## config.mk

```make
export PLATFORM = sky130hd
export DESIGN_NAME = qcw_ramp_ctrl
export DESIGN_NICKNAME = d
export VERILOG_FILES = /design/src/rtl/qcw_pkg.sv /design/src/rtl/qcw_phase_ramp.sv /design/src/rtl/qcw_ramp_ctrl.sv
export SDC_FILE = /design/constraint.sdc
export NUM_CORES = 1
export LEC_CHECK = 0
export CAP_MARGIN = 10
export CORE_MARGIN = 10
export CORE_UTILIZATION = 60
export DETAILED_ROUTE_END_ITERATION = 10
export GPL_ROUTABILITY_DRIVEN = 0
export PLACE_DENSITY = 0.94
export SLEW_MARGIN = 20
export SYNTH_ARGS = -nofsm -noshare
export SYNTH_HDL_FRONTEND = slang
export SYNTH_SLANG_ARGS = --single-unit
export TNS_END_PERCENT = 100
```

## constraint.sdc

```tcl
create_clock -name clk_logic -period 15.4 [get_ports clk_logic]
set_input_delay 3.08 -clock clk_logic [delete_from_list [all_inputs] [get_ports clk_logic]]
set_output_delay 3.08 -clock clk_logic [all_outputs]
set_load 0.02 [all_outputs]
```

## src/rtl/qcw_pkg.sv

```systemverilog
// Shared definitions for the QCW burst sequencer: state encoding and default widths.
package qcw_pkg;

  // Default width of period / phase-shift quantities (oscillator counter units).
  localparam int QCW_W  = 24;
  // Default width of the burst cycle counter.
  localparam int QCW_CW = 16;

  // State encoding.
  localparam logic [2:0] ST_IDLE = 3'd0;
  localparam logic [2:0] ST_LOAD = 3'd1;
  localparam logic [2:0] ST_RUN  = 3'd2;
  localparam logic [2:0] ST_STOP = 3'd3;
  localparam logic [2:0] ST_COOL = 3'd4;

  typedef enum logic [2:0] {
    S_IDLE = ST_IDLE,
    S_LOAD = ST_LOAD,
    S_RUN  = ST_RUN,
    S_STOP = ST_STOP,
    S_COOL = ST_COOL
  } qcw_state_e;

endpackage

```

## src/rtl/qcw_phase_ramp.sv

```systemverilog
// Phase-shift register with a saturating step adder. init loads the starting
// phase; advance adds one step and clamps at the end phase. The sum is taken
// one bit wider than the operands so a large step can never wrap past pe.
module qcw_phase_ramp #(
  parameter int W = qcw_pkg::QCW_W
) (
  input  logic         clk_logic,
  input  logic         reset,
  input  logic         init_i,
  input  logic         advance_i,
  input  logic [W-1:0] ps_i,
  input  logic [W-1:0] pe_i,
  input  logic [W-1:0] step_i,
  output logic [W-1:0] phase_o
);

  logic [W-1:0] phase_q;
  logic [W-1:0] phase_d;
  logic [W:0]   sum;

  // Next phase: init has priority, otherwise saturating advance toward pe.
  always_comb begin
    sum     = {1'b0, phase_q} + {1'b0, step_i};
    phase_d = phase_q;
    if (init_i) begin
      phase_d = ps_i;
    end else if (advance_i) begin
      phase_d = (sum >= {1'b0, pe_i}) ? pe_i : sum[W-1:0];
    end
  end

  // Phase register.
  always_ff @(posedge clk_logic) begin
    if (reset) begin
      phase_q <= '0;
    end else begin
      phase_q <= phase_d;
    end
  end

  assign phase_o = phase_q;

endmodule

```

## src/rtl/qcw_ramp_ctrl.sv

```systemverilog
// QCW burst sequencer. Latches a burst configuration on trigger, loads and
// enables the phase-shifted bridge oscillator, ramps the phase shift once per
// oscillator cycle, then stops the oscillator, waits out a cooldown and
// reports completion. Abort or a missing final cycle boundary sets aborted.
module qcw_ramp_ctrl #(
  parameter int W          = qcw_pkg::QCW_W,
  parameter int CW         = qcw_pkg::QCW_CW,
  parameter int STOP_SLACK = 4
) (
  input  logic          clk_logic,
  input  logic          reset,
  input  logic          trigger,
  input  logic          abort,
  input  logic [W-1:0]  cfg_period,
  input  logic [W-1:0]  cfg_phase_start,
  input  logic [W-1:0]  cfg_phase_end,
  input  logic [W-1:0]  cfg_phase_step,
  input  logic [CW-1:0] cfg_burst_cycles,
  input  logic [W-1:0]  cfg_cooldown,
  input  logic          osc_cycle_done,
  output logic [W-1:0]  osc_period,
  output logic [W-1:0]  osc_phase_shift,
  output logic          osc_load,
  output logic          osc_enable,
  output logic          busy,
  output logic          done,
  output logic          aborted
);

  import qcw_pkg::*;

  qcw_state_e    state_q,      state_d;
  logic [W-1:0]  period_q,     period_d;
  logic [W-1:0]  pe_q,         pe_d;
  logic [W-1:0]  step_q,       step_d;
  logic [CW-1:0] burst_q,      burst_d;
  logic [W-1:0]  cooldown_q,   cooldown_d;
  logic [CW-1:0] cyc_cnt_q,    cyc_cnt_d;
  logic [W-1:0]  stop_cnt_q,   stop_cnt_d;
  logic [W-1:0]  cool_cnt_q,   cool_cnt_d;
  logic          osc_load_q,   osc_load_d;
  logic          osc_enable_q, osc_enable_d;
  logic          aborted_q,    aborted_d;

  logic [W-1:0]  period_half;
  logic [W-1:0]  pe_clamp;
  logic [W-1:0]  ps_clamp;
  logic [W-1:0]  stop_limit;
  logic [CW-1:0] cyc_inc;
  logic          ramp_init;
  logic          ramp_advance;
  logic [W-1:0]  phase;

  // Configuration clamps applied at latch time: the end phase may not exceed
  // half a period, and the start phase may not exceed the end phase.
  always_comb begin
    period_half = cfg_period >> 1;
    pe_clamp    = (cfg_phase_end < period_half) ? cfg_phase_end : period_half;
    ps_clamp    = (cfg_phase_start < pe_clamp) ? cfg_phase_start : pe_clamp;
  end

  // Stop timeout in clk_logic cycles: one oscillator period (8 counter units
  // per clk_logic cycle) plus slack.
  assign stop_limit = (period_q >> 3) + W'(STOP_SLACK);
  assign cyc_inc    = cyc_cnt_q + 1'b1;

  // Next-state logic and registered-output decisions for the burst FSM.
  always_comb begin
    state_d      = state_q;
    period_d     = period_q;
    pe_d         = pe_q;
    step_d       = step_q;
    burst_d      = burst_q;
    cooldown_d   = cooldown_q;
    cyc_cnt_d    = cyc_cnt_q;
    stop_cnt_d   = stop_cnt_q;
    cool_cnt_d   = cool_cnt_q;
    osc_load_d   = 1'b0;
    osc_enable_d = osc_enable_q;
    aborted_d    = aborted_q;
    ramp_init    = 1'b0;
    ramp_advance = 1'b0;

    case (state_q)
      S_IDLE: begin
        if (trigger && (cfg_burst_cycles != '0)) begin
          period_d     = cfg_period;
          pe_d         = pe_clamp;
          step_d       = cfg_phase_step;
          burst_d      = cfg_burst_cycles;
          cooldown_d   = cfg_cooldown;
          cyc_cnt_d    = '0;
          aborted_d    = 1'b0;
          ramp_init    = 1'b1;
          // Load and enable rise together on the LOAD cycle.
          osc_load_d   = 1'b1;
          osc_enable_d = 1'b1;
          state_d      = S_LOAD;
        end
      end

      S_LOAD: begin
        if (abort) begin
          osc_enable_d = 1'b0;
          aborted_d    = 1'b1;
          stop_cnt_d   = '0;
          state_d      = S_STOP;
        end else begin
          state_d = S_RUN;
        end
      end

      S_RUN: begin
        // Abort wins over a coincident cycle boundary: no phase update.
        if (abort) begin
          osc_enable_d = 1'b0;
          aborted_d    = 1'b1;
          stop_cnt_d   = '0;
          state_d      = S_STOP;
        end else if (osc_cycle_done) begin
          cyc_cnt_d = cyc_inc;
          if (cyc_inc == burst_q) begin
            osc_enable_d = 1'b0;
            stop_cnt_d   = '0;
            state_d      = S_STOP;
          end else begin
            ramp_advance = 1'b1;
            osc_load_d   = 1'b1;
          end
        end
      end

      S_STOP: begin
        // Wait for the oscillator to finish its current period, but never
        // longer than one period plus slack.
        if (osc_cycle_done || (stop_cnt_q >= stop_limit - 1'b1)) begin
          if (!osc_cycle_done) begin
            aborted_d = 1'b1;
          end
          cool_cnt_d = cooldown_q;
          state_d    = S_COOL;
        end else begin
          stop_cnt_d = stop_cnt_q + 1'b1;
        end
      end

      S_COOL: begin
        if (cool_cnt_q == '0) begin
          state_d = S_IDLE;
        end else begin
          cool_cnt_d = cool_cnt_q - 1'b1;
        end
      end

      default: begin
        state_d = S_IDLE;
      end
    endcase
  end

  // State and counter registers.
  always_ff @(posedge clk_logic) begin
    if (reset) begin
      state_q      <= S_IDLE;
      period_q     <= '0;
      pe_q         <= '0;
      step_q       <= '0;
      burst_q      <= '0;
      cooldown_q   <= '0;
      cyc_cnt_q    <= '0;
      stop_cnt_q   <= '0;
      cool_cnt_q   <= '0;
      osc_load_q   <= 1'b0;
      osc_enable_q <= 1'b0;
      aborted_q    <= 1'b0;
    end else begin
      state_q      <= state_d;
      period_q     <= period_d;
      pe_q         <= pe_d;
      step_q       <= step_d;
      burst_q      <= burst_d;
      cooldown_q   <= cooldown_d;
      cyc_cnt_q    <= cyc_cnt_d;
      stop_cnt_q   <= stop_cnt_d;
      cool_cnt_q   <= cool_cnt_d;
      osc_load_q   <= osc_load_d;
      osc_enable_q <= osc_enable_d;
      aborted_q    <= aborted_d;
    end
  end

  qcw_phase_ramp #(
    .W (W)
  ) u_phase_ramp (
    .clk_logic (clk_logic),
    .reset     (reset),
    .init_i    (ramp_init),
    .advance_i (ramp_advance),
    .ps_i      (ps_clamp),
    .pe_i      (pe_q),
    .step_i    (step_q),
    .phase_o   (phase)
  );

  assign osc_period      = period_q;
  assign osc_phase_shift = phase;
  assign osc_load        = osc_load_q;
  assign osc_enable      = osc_enable_q;
  assign aborted         = aborted_q;
  assign busy            = (state_q != S_IDLE);
  assign done            = (state_q == S_COOL) && (cool_cnt_q == '0);

endmodule

```

# Word level (Yosys, flattened, before mapping)

Index checks and enable logic that the tools add are counted.

Mux-type cells: 44
Add/subtract/negate cells: 6
Equal/unequal tests: 17
Magnitude comparators: 4
Reductions and logical operators: 21

Operators by type and width:

| operator                                            | count |
|---|---|
| 2-to-1 mux 24 bit                                   | 12 |
| case mux 24 bit (3 select lines)                    | 1 |
| 2-to-1 mux 16 bit                                   | 3 |
| case mux 24 bit (2 select lines)                    | 1 |
| case mux 16 bit (2 select lines)                    | 1 |
| adder 24 x 24 -> 25 bit                             | 1 |
| greater-or-equal comparator 25 x 24 -> 1 bit        | 1 |
| adder 24 x 1 -> 24 bit (second input constant)      | 1 |
| greater-or-equal comparator 24 bit                  | 1 |
| zero test 24 bit                                    | 1 |
| < comparator 24 x 23 -> 1 bit                       | 1 |
| < comparator 24 bit                                 | 1 |
| subtractor 24 x 1 -> 24 bit (second input constant) | 1 |
| subtractor 22 x 1 -> 23 bit (second input constant) | 1 |
| adder 21 x 3 -> 22 bit (second input constant)      | 1 |
| AND reduction 5 bit                                 | 4 |
| 2-to-1 mux 3 bit                                    | 6 |
| inequality test 2 bit (second input constant)       | 9 |
| adder 16 x 1 -> 16 bit (second input constant)      | 1 |
| equality test 16 bit                                | 1 |
| 2-to-1 mux 1 bit                                    | 16 |
| nonzero test 16 bit                                 | 1 |
| case mux 3 bit (5 select lines)                     | 1 |
| nonzero test 3 bit                                  | 4 |
| 15 further kinds                                    | 21 |

Flip-flop bits (word level): 206
Logic and storage cells: 105

# Longest topological paths before layout

Word-level depth: 8
Gate-level depth with buffers: 21
Mapped depth without buffers: 19

# By module

From an unflattened synthesis, not the netlist that was laid out.

Cell total of the unflattened synthesis: 1775
Area total of the unflattened synthesis: 13528.0 um^2

Modules (own cells, without submodules):

| module         | area an instance (um^2) | cells an instance | times used |
|---|---|---|---|
| qcw_ramp_ctrl  | 10502.6                 | 1371              | 1 |
| qcw_phase_ramp | 3025.4                  | 404               | 1 |

# Worst setup path before layout

Ideal clock, no wire load.

Path kind: input to register
From: input cfg_period[19]
To: register u_phase_ramp.phase_q[10] (netlist: u_phase_ramp.phase_o[10])
Required time: 15.284 ns
Data arrival time: 7.442 ns
Slack: 7.841 ns
Cell stages on the path: 20
Path buffers: 3
Cell sequence: inv_1 ha_1 nand4_1 nor3_1 nand3_1 o211ai_1 clkbuf_1 mux2i_1 ha_1 a211oi_1 nor2_1 or3_1 o21ai_0 a211oi_1 o22ai_1 clkbuf_1 clkbuf_1 mux2i_1 nand2_1 o211a_1

Cells in the longest elaborated chain, start to end: 5

Ends and longest elaborated chain:

| element                       | RTL line             | RTL |
|---|---|---|
| start, declared               | qcw_ramp_ctrl.sv:14  | `input logic [W-1:0] cfg_period,` |
| < comparator 24 x 23 -> 1 bit | qcw_ramp_ctrl.sv:58  | `pe_clamp = (cfg_phase_end < period_half) ? cfg_phase_end : period_half;` |
| 2-to-1 mux 24 bit (*)         | qcw_ramp_ctrl.sv:58  |  |
| < comparator 24 bit           | qcw_ramp_ctrl.sv:59  | `ps_clamp = (cfg_phase_start < pe_clamp) ? cfg_phase_start : pe_clamp;` |
| 2-to-1 mux 24 bit (*)         | qcw_ramp_ctrl.sv:59  |  |
| 2-to-1 mux 24 bit (*)         | qcw_phase_ramp.sv:25 | `if (init_i) begin` |
| end signal, assigned          | qcw_phase_ramp.sv:37 | `phase_q <= phase_d;` |
| end, declared                 | qcw_phase_ramp.sv:17 | `logic [W-1:0] phase_q;` |

Every way passes the cells marked *; elsewhere a longest branch is shown, timed or not.
A chain may end at the register's enable or synchronous reset.

# Worst setup path after layout

From: input cfg_period[19]
To: register u_phase_ramp.phase_q[21] (netlist: u_phase_ramp.phase_o[21])

Same word-level chain as after synthesis.

==> flow_summary.ini <==
[route]
routed_wire_length_per_instance_um = 18.8
vias_per_cell = 6.29
drc = 0
drt_pre_antenna_iters = 6
routed-via-count = 13700
drt.antenna.violating_nets = 0
drt_first_iter_violations = 1332
wl_mm = 41.0

[timing]
final_period_demand_of_the_worst_path_ns = 7.92
final_critical_path_setup_slack_ns = 7.48
max_freq_mhz = 126
maxSlewHeadroom_pct = 32.5
finalCritPeriodShare_pct = 51.4
hold_violations = 0
finalSetupViolCount = 0
unrepaired_setup_endpoints_after_global_routing = no
worst_margin_pin_slew_ns = 1.01
clock_skew_ns = 0.0105
final.setup.tns_ns = 0
maxSlewViolCount = 0
fin_worst_hold_slack_ns = 0.454

[cells_and_area]
final_util_pct = 74.0
register_area_mm2 = 0.00412
design.final.nets = 2139
filler_cell_count = 1569
final_cell_area_mm2 = 0.0162
multi_input_area_mm2 = 0.00851
drive_gt1_share_pct = 4.44
area_added_between_synthesis_and_finish_pct = 21.3

[global_routing]
antenna_violations_before_repair = 1
grt.overflow.total = 0
grt.total_usage_pct = 27.2
grt_pass1_vias = 13100
grt_max_degree = 75
global_route_wire_length_before_repair_mm = 66.0

[cts]
cts_setup_buffers = 0
cts_num_sinks = 206
cts-resized-gates = 0
clock_tree.htree_level_count = 1
numCtsBuffers = 23
cts_hold_buffers = 0
clkSlewWorstSetupHoldPaths_ns = 0.06
clock_tree.buffer_depth = 3
clock_latency_ns = 0.52
cts_root_buf = sky130_fd_sc_hd__clkbuf_16
cts_tree = built

[yosys]
ys_types = 73
synth-warning-count = 0
mappedNetlistArea_mm2 = 0.0133
netlist_instances = 1738
ys_dominant_reg_cell = sky130_fd_sc_hd__dfxtp_1
ys_async_sr_fraction_pct = 0
per_instance_average_area_after_synthesis_um2 = 7.66
syn_nets = 1999
synth_enable_flop_cells = 0
synth-seq-cells = 206
synth-seq-area-share_pct = 31.0

[worst_hold_path]
classification_of_the_worst_slack_hold_path = register to register
worst_hold_launch = cooldown_q[22]

[worst_setup_path]
crit_path_cell_trace = clkdlybuf4s50_1, inv_1, ha_1, nand4_1, nor3_1, a221oi_1, o211ai_1, buf_4, mux2i_1, ha_1, a211oi_1, nor2_1, or3_1, o21ai_0, a211oi_1, o22ai_2, buf_4, mux2i_1, a2111oi_0, a32o_1
cp_max_fo = 30
critPathLaunchType = input port
timing.critical_path.slowest_stage_cell = sky130_fd_sc_hd__clkdlybuf4s50_1
timing_worst_setup_path_type = input port to register
worst_ep_required_time_ns = 15.86
timing.critical_path.from = cfg_period[19]
cp.arrival_ns = 8.37
worst_r2r_startpoint = u_phase_ramp.phase_o[0]
timing.critical_path.slowest_cell_delay_ns = 0.51
setup.worst_path.end_class = register

[power]
vdd.ir_drop.worst_uv = 75.9
power.density_cell_area_mw_per_mm2 = 104
leakagePower_nw = 6.58

[floorplanning]
ios = 194
chipHeight_um = 169
core_area_mm2 = 0.0218
floorplan.rows = 54
die_width_um = 169
die-area_mm2 = 0.0286
effective_utilization_at_floorplan_pct = 61.0

[place]
numPortBuffers = 193
post-dp-hpwl_mm = 29.8
place_worst_setup_slack_ns = 7.09
postPlaceCellArea_mm2 = 0.0154

[flow_run]
max-cap-violations = 0

[run_status]
run_status = complete, no violations
power breakdown:
part           total (mW)  internal [mW]  switching (mW)
logic               0.500          0.213           0.287
registers           0.612          0.571          0.0407
clock network       0.566          0.342           0.224
total                1.68           1.13           0.551
state kept, by name, summed over array words and instances (netlist names):
| name | count |
|---|---|
| aborted | 1 |
| cool_cnt_q | 24 |
| pe_q | 24 |
| osc_period | 24 |
| osc_load | 1 |
| burst_q | 16 |
| u_phase_ramp.phase_o | 24 |
| stop_cnt_q | 24 |
| cooldown_q | 24 |
| step_q | 24 |
| state_q | 3 |
| cyc_cnt_q | 16 |
| osc_enable | 1 |
worst max-delay path, delay by kind of cell:
family,cells,cell delay [ns]
buffers and inverters,4,1.37
multiplexers,2,0.52
AO/OA/AOI/OAI,8,1.77
adder cells (fa/ha/maj),2,0.62
AND/OR/NAND/NOR,4,1.02
per-layer routing:
metal | vias up | part of all wire (%) | global-route usage (%)
met5 | - | 0 | 0
met4 | 0 | 3.7 | 9.79
met3 | 121 | 9.5 | 4.93
met2 | 720 | 46 | 44.4
met1 | 6370 | 41 | 35.3
li1 | 6480 | - | -
cells in the mapped netlist (4+ instances only):
| cell type | count | area, um^2 |
|---|---|---|
| sky130_fd_sc_hd__and2_1 | 5 | 31.3 |
| sky130_fd_sc_hd__a21o_1 | 21 | 158 |
| sky130_fd_sc_hd__o21a_1 | 6 | 45.0 |
| sky130_fd_sc_hd__o22ai_1 | 10 | 62.6 |
| sky130_fd_sc_hd__ha_1 | 119 | 1490 |
| sky130_fd_sc_hd__nor3_1 | 30 | 150 |
| sky130_fd_sc_hd__o32ai_1 | 4 | 35.0 |
| sky130_fd_sc_hd__a2111oi_0 | 6 | 52.6 |
| sky130_fd_sc_hd__nor2_1 | 114 | 428 |
| sky130_fd_sc_hd__nand4_1 | 25 | 156 |
| sky130_fd_sc_hd__inv_1 | 98 | 368 |
| sky130_fd_sc_hd__and4_1 | 5 | 43.8 |
| sky130_fd_sc_hd__mux2_2 | 5 | 56.3 |
| sky130_fd_sc_hd__and3_1 | 14 | 87.6 |
| sky130_fd_sc_hd__dfxtp_1 | 206 | 4120 |
| sky130_fd_sc_hd__o21ai_0 | 101 | 505 |
| sky130_fd_sc_hd__xor2_1 | 29 | 254 |
| sky130_fd_sc_hd__nand2b_1 | 5 | 31.3 |
| sky130_fd_sc_hd__nand3_1 | 42 | 210 |
| sky130_fd_sc_hd__o221a_2 | 11 | 124 |
| sky130_fd_sc_hd__mux2i_1 | 58 | 581 |
| sky130_fd_sc_hd__a211oi_1 | 46 | 345 |
| sky130_fd_sc_hd__xnor2_1 | 33 | 289 |
| sky130_fd_sc_hd__nor2b_1 | 8 | 50.1 |
| sky130_fd_sc_hd__a31oi_1 | 11 | 68.8 |
| sky130_fd_sc_hd__nand2_1 | 297 | 1110 |
| sky130_fd_sc_hd__o31ai_1 | 6 | 45.0 |
| sky130_fd_sc_hd__nand3b_1 | 4 | 30.0 |
| sky130_fd_sc_hd__clkbuf_1 | 76 | 285 |
| sky130_fd_sc_hd__a221oi_1 | 7 | 61.3 |
| sky130_fd_sc_hd__o211ai_1 | 13 | 97.6 |
| sky130_fd_sc_hd__nor4_1 | 11 | 68.8 |
| sky130_fd_sc_hd__buf_1 | 7 | 26.3 |
| sky130_fd_sc_hd__or3_1 | 25 | 156 |
| sky130_fd_sc_hd__buf_2 | 7 | 35.0 |
| sky130_fd_sc_hd__or4_1 | 7 | 52.6 |
| sky130_fd_sc_hd__a21oi_1 | 211 | 1060 |
cells by family (layout without fill, tap and decap cells):
logic type	Yosys count	after routing	share of synthesized area, %
buffers and inverters	189	345	5.45
adder cells (fa/ha/maj)	120	120	11.3
other	1	4	0.0282
AND/OR/NAND/NOR	607	607	20.7
flip-flops	206	206	31.0
AO/OA/AOI/OAI	490	490	22.6
multiplexers	63	63	4.78
XOR/XNOR	62	62	4.08
placed cells by master (no fill, tap or decap), types with 21 or more instances in the layout:
cell type / count
sky130_fd_sc_hd__nand2_1: 297
sky130_fd_sc_hd__a21oi_1: 211
sky130_fd_sc_hd__dfxtp_1: 206
sky130_fd_sc_hd__clkdlybuf4s50_1: 192
sky130_fd_sc_hd__ha_1: 119
sky130_fd_sc_hd__nor2_1: 113
sky130_fd_sc_hd__o21ai_0: 101
sky130_fd_sc_hd__inv_1: 98
sky130_fd_sc_hd__mux2i_1: 58
sky130_fd_sc_hd__a211oi_1: 46
sky130_fd_sc_hd__nand3_1: 42
sky130_fd_sc_hd__xnor2_1: 33
sky130_fd_sc_hd__xor2_1: 29
sky130_fd_sc_hd__nor3_1: 28
sky130_fd_sc_hd__nand4_1: 25
sky130_fd_sc_hd__or3_1: 25
sky130_fd_sc_hd__clkbuf_16: 23
sky130_fd_sc_hd__a21o_1: 21
worst paths after layout:
path | endpoint | slack (ns) | cells past startpoint
setup / recovery | u_phase_ramp.phase_o[21] | 7.48 | 20
hold / removal | cooldown_q[22] | 0.45 | 2
setup reg to reg | u_phase_ramp.phase_o[20] | 10.24 | 20
hold reg to reg | cooldown_q[22] | 0.45 | 2
per-stage QoR:
| stage | cells | power, mW |
|---|---|---|
| finish | 2177 | 1.68 |
| CTS | 2173 | 1.67 |
| global route | 2175 | 1.75 |
| detailed placement | 2132 | 1.11 |
| global placement | 2132 | 1.08 |
| floorplan | 1738 | 0.935 |
layout make-up:
cell class              count  area share, %
clock inverters             5          0.488
flip-flops and latches    206           25.5
multi-input cells        1343           52.7
clock buffers              36           4.30
repair buffers            206           12.5
inverters                  98           2.28
well taps                 280           2.17
diodes                      3         0.0465
No activity file was read; power rests on OpenSTA's default activity.
